**config.mk**
```make
export PLATFORM = sky130hd
export DESIGN_NAME = frame_align_fsm
export DESIGN_NICKNAME = d
export VERILOG_FILES = /design/src/rtl/frame_align_fsm.sv
export SDC_FILE = /design/constraint.sdc
export NUM_CORES = 1
export LEC_CHECK = 0
export CAP_MARGIN = 20
export CORE_MARGIN = 5
export CORE_UTILIZATION = 43
export DETAILED_ROUTE_END_ITERATION = 16
export HOLD_SLACK_MARGIN = 0.06
export PLACE_DENSITY_LB_ADDON = 0.2
export SLEW_MARGIN = 20
export SYNTH_ARGS = -nofsm -noshare
export SYNTH_HDL_FRONTEND = slang
export SYNTH_SLANG_ARGS = --single-unit
```
**constraint.sdc**
```tcl
create_clock -name clk_390p625M -period 3.1 [get_ports clk_390p625M]
set_input_delay 0.62 -clock clk_390p625M [delete_from_list [all_inputs] [get_ports clk_390p625M]]
set_output_delay 0.62 -clock clk_390p625M [all_outputs]
set_load 0.01 [all_outputs]
```
**src/rtl/frame_align_fsm.sv**
```systemverilog
// Frame aligner: hunts for a 62-bit header, confirms it one frame later, then labels the
// 25 payload words and tail of each frame while flywheeling over corrupted headers.
package frame_align_pkg;

  typedef enum logic [4:0] {
    IDLEB     = 5'd0,
    DATA1     = 5'd1,
    DATA2     = 5'd2,
    DATA3     = 5'd3,
    DATA4     = 5'd4,
    DATA5     = 5'd5,
    DATA6     = 5'd6,
    DATA7     = 5'd7,
    DATA8     = 5'd8,
    DATA9     = 5'd9,
    DATA10    = 5'd10,
    DATA11    = 5'd11,
    DATA12    = 5'd12,
    DATA13    = 5'd13,
    DATA14    = 5'd14,
    DATA15    = 5'd15,
    DATA16    = 5'd16,
    DATA17    = 5'd17,
    DATA18    = 5'd18,
    DATA19    = 5'd19,
    DATA20    = 5'd20,
    DATA21    = 5'd21,
    DATA22    = 5'd22,
    DATA23    = 5'd23,
    DATA24    = 5'd24,
    DATA25    = 5'd25,
    DATA_TAIL = 5'd26
  } frame_state_t;

endpackage

module frame_align_fsm #(
  parameter logic [61:0] SYNC_WORD  = 62'h2AAA_AAAA_AAAA_AAAA,
  parameter int unsigned UNLOCK_CNT = 3
) (
  input  logic                        clk_390p625M,
  input  logic                        rst,
  input  logic [61:0]                 rx_data,
  input  logic                        rx_valid,
  output logic [61:0]                 frame_data,
  output frame_align_pkg::frame_state_t frame_state,
  output logic                        dly_data_tail_flag,
  output logic                        frame_lock,
  output logic [15:0]                 frame_err_cnt
);

  import frame_align_pkg::*;

  localparam logic [4:0] LastWord  = 5'd26;
  localparam logic [2:0] UnlockCnt = 3'(UNLOCK_CNT);

  typedef enum logic [1:0] {
    StHunt,
    StConfirm,
    StLocked
  } align_st_e;

  align_st_e    st_q, st_d;
  logic [4:0]   wcnt_q, wcnt_d;
  logic [2:0]   miss_q, miss_d;
  logic [15:0]  err_q, err_d;
  logic [61:0]  data_q;
  frame_state_t label_q, label_d;
  logic         tail_q;
  logic         lock_q;

  logic [4:0]   wcnt_inc;
  logic         hdr_match;

  assign wcnt_inc  = (wcnt_q == LastWord) ? 5'd0 : wcnt_q + 5'd1;
  assign hdr_match = (rx_data == SYNC_WORD);

  always_comb begin
    st_d    = st_q;
    wcnt_d  = wcnt_q;
    miss_d  = miss_q;
    err_d   = err_q;
    label_d = IDLEB;

    // Payload labels come from the pre-update position; headers always read as IDLEB.
    if (rx_valid && (st_q == StLocked) && (wcnt_q != 5'd0)) begin
      label_d = frame_state_t'(wcnt_q);
    end

    if (rx_valid) begin
      unique case (st_q)
        StHunt: begin
          if (hdr_match) begin
            st_d   = StConfirm;
            wcnt_d = 5'd1;
          end
        end
        StConfirm: begin
          if (wcnt_q == 5'd0) begin
            if (hdr_match) begin
              st_d   = StLocked;
              wcnt_d = 5'd1;
              miss_d = 3'd0;
            end else begin
              st_d   = StHunt;
              wcnt_d = 5'd0;
            end
          end else begin
            wcnt_d = wcnt_inc;
          end
        end
        StLocked: begin
          if (wcnt_q == 5'd0) begin
            if (hdr_match) begin
              miss_d = 3'd0;
              wcnt_d = 5'd1;
            end else begin
              if (err_q != 16'hFFFF) begin
                err_d = err_q + 16'd1;
              end
              if ((miss_q + 3'd1) >= UnlockCnt) begin
                st_d   = StHunt;
                wcnt_d = 5'd0;
                miss_d = 3'd0;
              end else begin
                // Flywheel: keep frame timing across a bad header.
                miss_d = miss_q + 3'd1;
                wcnt_d = 5'd1;
              end
            end
          end else begin
            wcnt_d = wcnt_inc;
          end
        end
        default: begin
          st_d   = StHunt;
          wcnt_d = 5'd0;
          miss_d = 3'd0;
        end
      endcase
    end
  end

  always_ff @(posedge clk_390p625M) begin
    if (rst) begin
      st_q    <= StHunt;
      wcnt_q  <= 5'd0;
      miss_q  <= 3'd0;
      err_q   <= 16'd0;
      data_q  <= 62'd0;
      label_q <= IDLEB;
      tail_q  <= 1'b0;
      lock_q  <= 1'b0;
    end else begin
      st_q    <= st_d;
      wcnt_q  <= wcnt_d;
      miss_q  <= miss_d;
      err_q   <= err_d;
      data_q  <= rx_data;
      label_q <= label_d;
      tail_q  <= (label_q == DATA_TAIL);
      lock_q  <= (st_d == StLocked);
    end
  end

  assign frame_data         = data_q;
  assign frame_state        = label_q;
  assign dly_data_tail_flag = tail_q;
  assign frame_lock         = lock_q;
  assign frame_err_cnt      = err_q;

endmodule

```
==> results of run 1 <==
[synthesized netlist by cell type, types with 2 or more instances]
master and count:
o21ba_2 3, nand2b_1 3, nand3_1 8, clkbuf_1 20, a2111o_1 2, and2_1 6, ha_1 6, nor4_1 4
o21ai_0 8, or4_1 5, and4_1 3, or3_1 4, inv_1 7, o31ai_1 6, nand4b_1 4, nand4_1 11
nand2_1 16, dfxtp_1 95, a2111oi_0 2, nand3b_1 5, nor4b_1 4, and3_1 6, nor4bb_1 10, and4b_1 3
nor2b_1 68, nor2_1 14, o32a_1 2, a21oi_1 9, a41oi_1 2, xor2_1 2, nor3_1 10, mux2_2 6
[sequential cells by signal (all words and copies together), names as in the netlist]
name and cells:
frame_data 62, frame_err_cnt 16, frame_state 5, wcnt_q 5
miss_q 3, st_q 2, dly_data_tail_flag 1, frame_lock 1
[report_power, final]
group,internal [mW],switching [mW]
clock network,0.298,0.431
registers,1.26,0.0103
logic,0.171,0.0925
[critical path: cells and delay by family, from the launching register on]
kind,cells,cell delay [ps]
and+or+nand+nor,4,1440
buffers and inverters,1,150
muxes,1,370
DFF,1,370
adders and majority gates,1,200
[per-layer routing]
layer	vias up	part of all wire, %
met1	1434	40
met4	0	2.0
met3	14	7.3
met2	98	51
li1	1602	-
met5	-	0
[through the flow]
step	worst slack, ps	cells	power, mW	area [um2]
finish	460	622	2.27	5450
global route	287	622	2.37	5450
CTS	464	622	2.30	5450
detailed placement	279	606	1.57	5270
global placement	311	606	1.56	5270
floorplan	825	369	1.38	3680
[kinds of logic (layout without fill, tap and decap cells)]
| family | Yosys count | after routing | share of synthesized area (%) |
|---|---|---|---|
| xor+xnor | 2 | 2 | 0.476 |
| compound gates | 42 | 42 | 8.16 |
| buf+inv | 28 | 176 | 3.06 |
| fa+ha+maj | 6 | 6 | 2.04 |
| flops | 95 | 95 | 51.7 |
| simple gates | 189 | 189 | 32.5 |
| mux | 7 | 7 | 2.11 |
[layout make-up]
class	instances	area, um2	share of cell area (%)
clock buffers	9	124	2.27
clock inverters	7	53.8	0.987
inverters	7	26.3	0.482
multi-input cells	246	1670	30.7
flip-flops and latches	95	1900	34.9
well taps	105	131	2.41
repair buffers	153	1540	28.3
[path summary, 6_finish.rpt]
kind                                      from            endpoint  slack, ps
worst max-delay path                 wcnt_q[0]    frame_err_cnt[3]        460
worst min-delay path            frame_state[0]  dly_data_tail_flag        420
worst max register to register       wcnt_q[0]    frame_err_cnt[3]        460
worst min register to register  frame_state[0]  dly_data_tail_flag        420
==> flow_summary.json, run 1 <==
{
  "status": "finished clean",
  "postCtsSetupRepairBufs": 0,
  "drive_above_1_share_pct": 6.77,
  "layout_commonest_cell": "clkdlybuf4s50_1",
  "grt-busiest-layer": "met2",
  "cts_hold_buf": 0,
  "tns_ps": 0,
  "cts_buffers": 9,
  "num_rows": 33,
  "synth_edf_count": 0,
  "min_path_cells": 1,
  "grt_max_degree": 65,
  "finalSetupViolCount": 0,
  "worstPathMaxFanout": 9,
  "max_freq_mhz": 379,
  "syn2layout_area_growth_pct": 48.1,
  "grt_usage_pct": 17.5,
  "worstPathRequired_ps": 3340,
  "fin_skew_ps": 13.7,
  "num_io_pins": 150,
  "reg2reg_depth": 7,
  "hp-class": "reg -> reg",
  "synth_async_sr_flop_share_pct": 0,
  "io_buffers": 149,
  "core_area_mm2": 0.00826,
  "ys.flop_type": "dfxtp_1",
  "synth_nets": 440,
  "cp.arrival_ps": 2880,
  "maxCapViolations": 0,
  "whs_ps": 424,
  "synthTopCellsByArea": "dfxtp_1, nor2b_1, nor4bb_1, clkbuf_1, ha_1",
  "path_cells": "inv_1, ha_1, or4b_4, nor3_4, nand2_1, nor4b_1, mux2_2",
  "syn-mean-instance-area_um2": 9.97,
  "min_period_ps": 2640,
  "grt-ovfl-total": 0,
  "initial_core_util_pct": 44.6,
  "htreeDepth": 3,
  "clk_latency_ps": 350,
  "yosysSeqAreaShare_pct": 51.7,
  "clockBufferDepth": 2,
  "final_max_slew_viol_count": 0,
  "routed_wl_mm": 9.34,
  "synth_top_cell_area_share_pct": 51.7,
  "antenna_found_initial": 0,
  "slowest_delay_ps": 510,
  "fin_crit_sh_pct": 85.1,
  "met1_usage_pct": 20.1,
  "nFillCells": 689,
  "ant_nets": 0,
  "cts_tree": "done",
  "synthCells": 369,
  "finalNetCount": 583,
  "rsz0062_at_grt": "no",
  "clk_transition_reported_paths_ps": 90,
  "grt_pass1_vias": 3028,
  "vias": 3148,
  "die-area_mm2": 0.0105,
  "antennaDiodeCount": 0,
  "power_density_mw_per_mm2": 416,
  "final_cell_mix": "clkdlybuf4s50_1, dfxtp_1, nor2b_1",
  "dr.pass1.iters": 6,
  "ys_seq_elements": 95,
  "gr-usage-met2_pct": 30.4,
  "routed_via_density": 5.06,
  "vdd_drop_max_v": 0.000301,
  "netlist_area_mm2": 0.00368,
  "worstSetupEndpointType": "flip-flop",
  "finalHoldViolations": 0,
  "slowest_stage": "or4b_4",
  "met3_usage_pct": 5.68,
  "drt-wirelength-per-cell_um": 15.0,
  "synth-warning-count": 0,
  "tightest_slew_ps": 676,
  "start_kind": "flip-flop",
  "synth_cell_types": 47,
  "yosysTopAreaCell": "dfxtp_1",
  "cts_resized": 0,
  "dr.first_iter.drc_count": 73,
  "clock-sinks": 95,
  "die-height_um": 103,
  "die_w_um": 103,
  "p_leak_nw": 2.00,
  "crit_type": "reg -> reg",
  "drc_errors": 0,
  "finish.utilization_pct": 66.0,
  "grt_first_pass_wirelength_mm": 14.4,
  "gp_congestion": 0.778,
  "slew_headroom_pct": 54.9,
  "hpwl_mm": 7.13,
  "clock-root-buffer": "clkbuf_8"
}
Note: power is estimated with default switching activity, not from simulation.
==> run 2: changes to the inputs <==
--- a/config.mk
+++ b/config.mk
@@ -6,9 +6,10 @@
 export NUM_CORES = 1
 export LEC_CHECK = 0
 export CAP_MARGIN = 20
-export CORE_MARGIN = 5
-export CORE_UTILIZATION = 43
+export CORE_MARGIN = 4
+export CORE_UTILIZATION = 46
 export DETAILED_ROUTE_END_ITERATION = 16
+export GPL_TIMING_DRIVEN = 1
 export HOLD_SLACK_MARGIN = 0.06
 export PLACE_DENSITY_LB_ADDON = 0.2
 export SLEW_MARGIN = 20
==> constraint.sdc (replaced) <==
create_clock -name clk_390p625M -period 3.38 [get_ports clk_390p625M]
set_input_delay 0.676 -clock clk_390p625M [delete_from_list [all_inputs] [get_ports clk_390p625M]]
set_output_delay 0.676 -clock clk_390p625M [all_outputs]
set_load 0.01 [all_outputs]
==> flow_summary.json, run 2 (synthesis gave the netlist of run 1 again) <==
{
  "slowest_stage": "or4b_4",
  "status": "finished clean",
  "core_area_mm2": 0.00777,
  "finalNetCount": 583,
  "crit_type": "reg -> reg",
  "die_w_um": 97.4,
  "power_density_mw_per_mm2": 406,
  "met1_usage_pct": 22.5,
  "fin_crit_sh_pct": 74.9,
  "finalHoldViolations": 0,
  "start_kind": "flip-flop",
  "final_max_slew_viol_count": 0,
  "p_leak_nw": 2.02,
  "nFillCells": 601,
  "num_io_pins": 150,
  "dr.pass1.iters": 4,
  "path_cells": "inv_1, ha_1, or4b_4, nor3_4, nand2_1, nor4b_1, mux2_2",
  "grt_max_degree": 56,
  "antennaDiodeCount": 0,
  "gr-usage-met2_pct": 33.8,
  "routed_via_density": 5.15,
  "drt-wirelength-per-cell_um": 15.0,
  "clockBufferDepth": 2,
  "layout_commonest_cell": "clkdlybuf4s50_1",
  "critical_path.top_delay_family": "simple AND/OR/NAND/NOR gates",
  "finalSetupViolCount": 0,
  "grt-ovfl-total": 0,
  "grt_usage_pct": 19.7,
  "die-area_mm2": 0.00949,
  "max_freq_mhz": 395,
  "num_rows": 32,
  "cts_resized": 0,
  "vdd_drop_max_v": 0.000263,
  "hp-class": "reg -> reg",
  "fin_skew_ps": 10.6,
  "die-height_um": 97.4,
  "grt_pass1_vias": 3115,
  "final_cell_mix": "clkdlybuf4s50_1, dfxtp_1, nor2b_1",
  "io_buffers": 149,
  "gp_congestion": 0.900,
  "met3_usage_pct": 5.53,
  "slowest_delay_ps": 510,
  "power.total_mw": 2.22,
  "syn2layout_area_growth_pct": 48.8,
  "worstPathMaxFanout": 9,
  "rsz0062_at_grt": "no",
  "drive_above_1_share_pct": 6.59,
  "worstSetupEndpointType": "flip-flop",
  "initial_core_util_pct": 47.4,
  "min_period_ps": 2530,
  "grt-busiest-layer": "met2",
  "slew_headroom_pct": 48.4,
  "clk_transition_reported_paths_ps": 90,
  "clk_latency_ps": 350,
  "routed_wl_mm": 9.28,
  "ant_nets": 0,
  "maxCapViolations": 0,
  "hpwl_mm": 7.02,
  "critical_path_buf_inv_count": 1,
  "tns_ps": 0,
  "regArea_mm2": 0.00190,
  "htreeDepth": 3,
  "clock-sinks": 95,
  "tightest_slew_ps": 774,
  "dr.first_iter.drc_count": 123,
  "worstPathRequired_ps": 3630,
  "cts_buffers": 9,
  "cp.arrival_ps": 2780,
  "multi_input_area_mm2": 0.00167,
  "clock-root-buffer": "clkbuf_8",
  "vias": 3180,
  "grt_first_pass_wirelength_mm": 15.3,
  "postCtsSetupRepairBufs": 0,
  "cts_tree": "done",
  "finish.utilization_pct": 70.5,
  "cts_hold_buf": 0,
  "largest_reg_flops": 62,
  "drc_errors": 0,
  "antenna_found_initial": 0
}
## run 2: final timing paths
path | from | endpoint | slack [ps] | depth (start not counted)
worst min-delay path | frame_state[0] | dly_data_tail_flag | 410 | 1
worst min register to register | frame_state[0] | dly_data_tail_flag | 410 | 1
worst max-delay path | wcnt_q[0] | frame_err_cnt[3] | 850 | 7
worst max register to register | wcnt_q[0] | frame_err_cnt[3] | 850 | 7
## run 2: layout make-up
cell class	instances	area share [%]
repair buffers	153	27.9
flip-flops and latches	95	34.7
inverters	7	0.480
well taps	102	2.33
multi-input cells	246	30.5
clock buffers	9	2.26
clock inverters	6	1.71
## run 2: worst reg2reg max path, stage by stage (launching register included)
cell and delay (ps):
dfxtp_1 360, inv_1 130, ha_1 180, or4b_4 510, nor3_4 360, nand2_1 230
nor4b_1 310, mux2_2 360
## run 2: per-layer routing
layer  routed length [um]  part of all wire (%)
met1                 3700                    40
met4                  292                   3.1
met5                    0                     0
met2                 4620                    50
met3                  663                   7.1
## run 2: through the flow
stage	instances	setup slack [ps]	instance area [um2]	hold slack [ps]
3_5_place_dp	603	496	5260	411
4_1_cts	618	835	5470	422
6_report	618	850	5470	414
3_3_place_gp	603	543	5260	420
5_1_grt	618	650	5470	456
2_1_floorplan	369	1070	3680	434
## run 2: power breakdown
group	switching (mW)	total, mW	leakage [nW]	internal, mW
clock	0.396	0.814	0.106	0.418
sequential	0.00931	1.17	0.782	1.16
combinational	0.0851	0.241	1.13	0.155
total	0.491	2.22	2.02	1.73
==> run 3: changes to the inputs <==
--- a/config.mk
+++ b/config.mk
@@ -7,7 +7,7 @@
 export LEC_CHECK = 0
 export CAP_MARGIN = 20
 export CORE_MARGIN = 4
-export CORE_UTILIZATION = 46
+export CORE_UTILIZATION = 43
 export DETAILED_ROUTE_END_ITERATION = 16
 export GPL_TIMING_DRIVEN = 1
 export HOLD_SLACK_MARGIN = 0.06
==> constraint.sdc (replaced) <==
create_clock -name clk_390p625M -period 2.5 [get_ports clk_390p625M]
set_input_delay 0.5 -clock clk_390p625M [delete_from_list [all_inputs] [get_ports clk_390p625M]]
set_output_delay 0.5 -clock clk_390p625M [all_outputs]
set_load 0.01 [all_outputs]
==> flow_summary.json, run 3 (synthesis gave the netlist of run 1 again) <==
{
  "finalNetCount": 593,
  "antennaDiodeCount": 0,
  "drt-wirelength-per-cell_um": 15.3,
  "die-area_mm2": 0.0101,
  "die-height_um": 101,
  "grt-ovfl-total": 0,
  "num_io_pins": 150,
  "final_cell_mix": "clkdlybuf4s50_1, dfxtp_1, nor2b_1",
  "critical_path_buf_inv_count": 2,
  "gp_congestion": 0.793,
  "cp.arrival_ps": 2600,
  "dr.first_iter.drc_count": 85,
  "netSwitchingFraction_pct": 24.4,
  "worstSetupEndpointType": "flip-flop",
  "p_clk_share_pct": 34.2,
  "seqPwrFrac_pct": 54.4,
  "grt_first_pass_wirelength_mm": 15.4,
  "path_cells": "inv_1, ha_1, or4b_4, nor3_4, buf_4, nand4b_1, or4_1, a21oi_1",
  "grt_max_degree": 51,
  "hp-class": "reg -> reg",
  "cts_buffers": 9,
  "tightest_slew_ps": 877,
  "clock-sinks": 95,
  "worstPathMaxFanout": 4,
  "die_w_um": 101,
  "drc_errors": 0,
  "clockBufferDepth": 2,
  "vias": 3230,
  "core_area_mm2": 0.00826,
  "critical_path.top_delay_family": "simple AND/OR/NAND/NOR gates",
  "final_cells": 632,
  "final_area_mm2": 0.00554,
  "crit_type": "reg -> reg",
  "finalHoldViolations": 0,
  "intPower_mw": 2.19,
  "final_max_slew_viol_count": 0,
  "finalSetupViolCount": 0,
  "power_density_mw_per_mm2": 523,
  "largest_reg_flops": 62,
  "num_rows": 33,
  "power.total_mw": 2.90,
  "p_leak_nw": 2.06,
  "clk_transition_reported_paths_ps": 100,
  "finish.utilization_pct": 67.1,
  "rsz0062_at_grt": "no",
  "antenna_found_initial": 0,
  "vdd_drop_max_v": 0.000290,
  "min_period_ps": 2320,
  "slowest_stage": "or4b_4",
  "maxCapViolations": 0,
  "io_buffers": 149,
  "place_area_mm2": 0.00534,
  "worstPathRequired_ps": 2790,
  "max_freq_mhz": 432,
  "cts_hold_buf": 0,
  "layout_commonest_cell": "clkdlybuf4s50_1",
  "routed_wl_mm": 9.67,
  "dr.pass1.iters": 5,
  "status": "finished clean",
  "clk_latency_ps": 350,
  "syn2layout_area_growth_pct": 50.5,
  "cts_tree": "done",
  "ant_nets": 0,
  "power_frac_comb_pct": 11.3,
  "initial_core_util_pct": 44.6,
  "grt_usage_pct": 19.2,
  "drive_above_1_share_pct": 8.73,
  "fin_skew_ps": 7.45,
  "start_kind": "flip-flop",
  "slowest_delay_ps": 510,
  "placedCellCount": 616,
  "htreeDepth": 3,
  "clock-root-buffer": "clkbuf_8",
  "routed_via_density": 5.11,
  "switchingPower_uw": 707,
  "grt_pass1_vias": 3206,
  "hpwl_mm": 7.44,
  "slew_headroom_pct": 41.5,
  "fin_crit_sh_pct": 92.7
}
## run 3: power by group through the flow
| stage | clock network (mW) | registers (mW) | logic [mW] |
|---|---|---|---|
| 6_report | 0.993 | 1.58 | 0.329 |
| 5_1_grt | 1.08 | 1.58 | 0.351 |
| 4_1_cts | 1.02 | 1.58 | 0.333 |
| 3_5_place_dp | 0 | 1.61 | 0.332 |
| 3_3_place_gp | 0 | 1.61 | 0.327 |
| 2_1_floorplan | 0 | 1.64 | 0.0692 |
## run 3: stage by stage
stage | setup WS (ps) | TNS [ps] | hold slack, ps
after floorplan | 225 | 0 | 434
after global placement | -196 | -2950 | 415
after detailed placement | -184 | -2690 | 420
after CTS | 63.4 | 0 | 433
after global routing | 29.2 | 0 | 465
final | 183 | 0 | 431
## run 3: metal layers
layer  track usage (%)  wire length (um)
met1              22.1              3830
met3              5.33               668
met5                 0                 0
met2              33.5              4880
met4              7.77               286
## run 3: what timing repair did
| action | in CTS | in global routing |
|---|---|---|
| setup buffers | 0 | 0 |
| endpoints found under the setup margin | 0 | 2 |
| gates resized for setup | 0 | 1 |
## run 3: final timing paths
check / start / end / slack (ps) / cells after the start
worst max-delay path: wcnt_q[0] / frame_err_cnt[15] / 180 / 8
worst min-delay path: frame_state[0] / dly_data_tail_flag / 430 / 1
worst max register to register: wcnt_q[0] / frame_err_cnt[15] / 180 / 8
worst min register to register: frame_state[0] / dly_data_tail_flag / 430 / 1
## run 3: final cells by class
type | count | area, um2
timing repair buffer | 163 | 1600
tap | 105 | 131
sequential | 95 | 1900
inverter | 7 | 26.3
clock buffer | 10 | 138
fill | 694 | 2720
clock inverter | 6 | 60.1
multi-input combinational | 246 | 1680
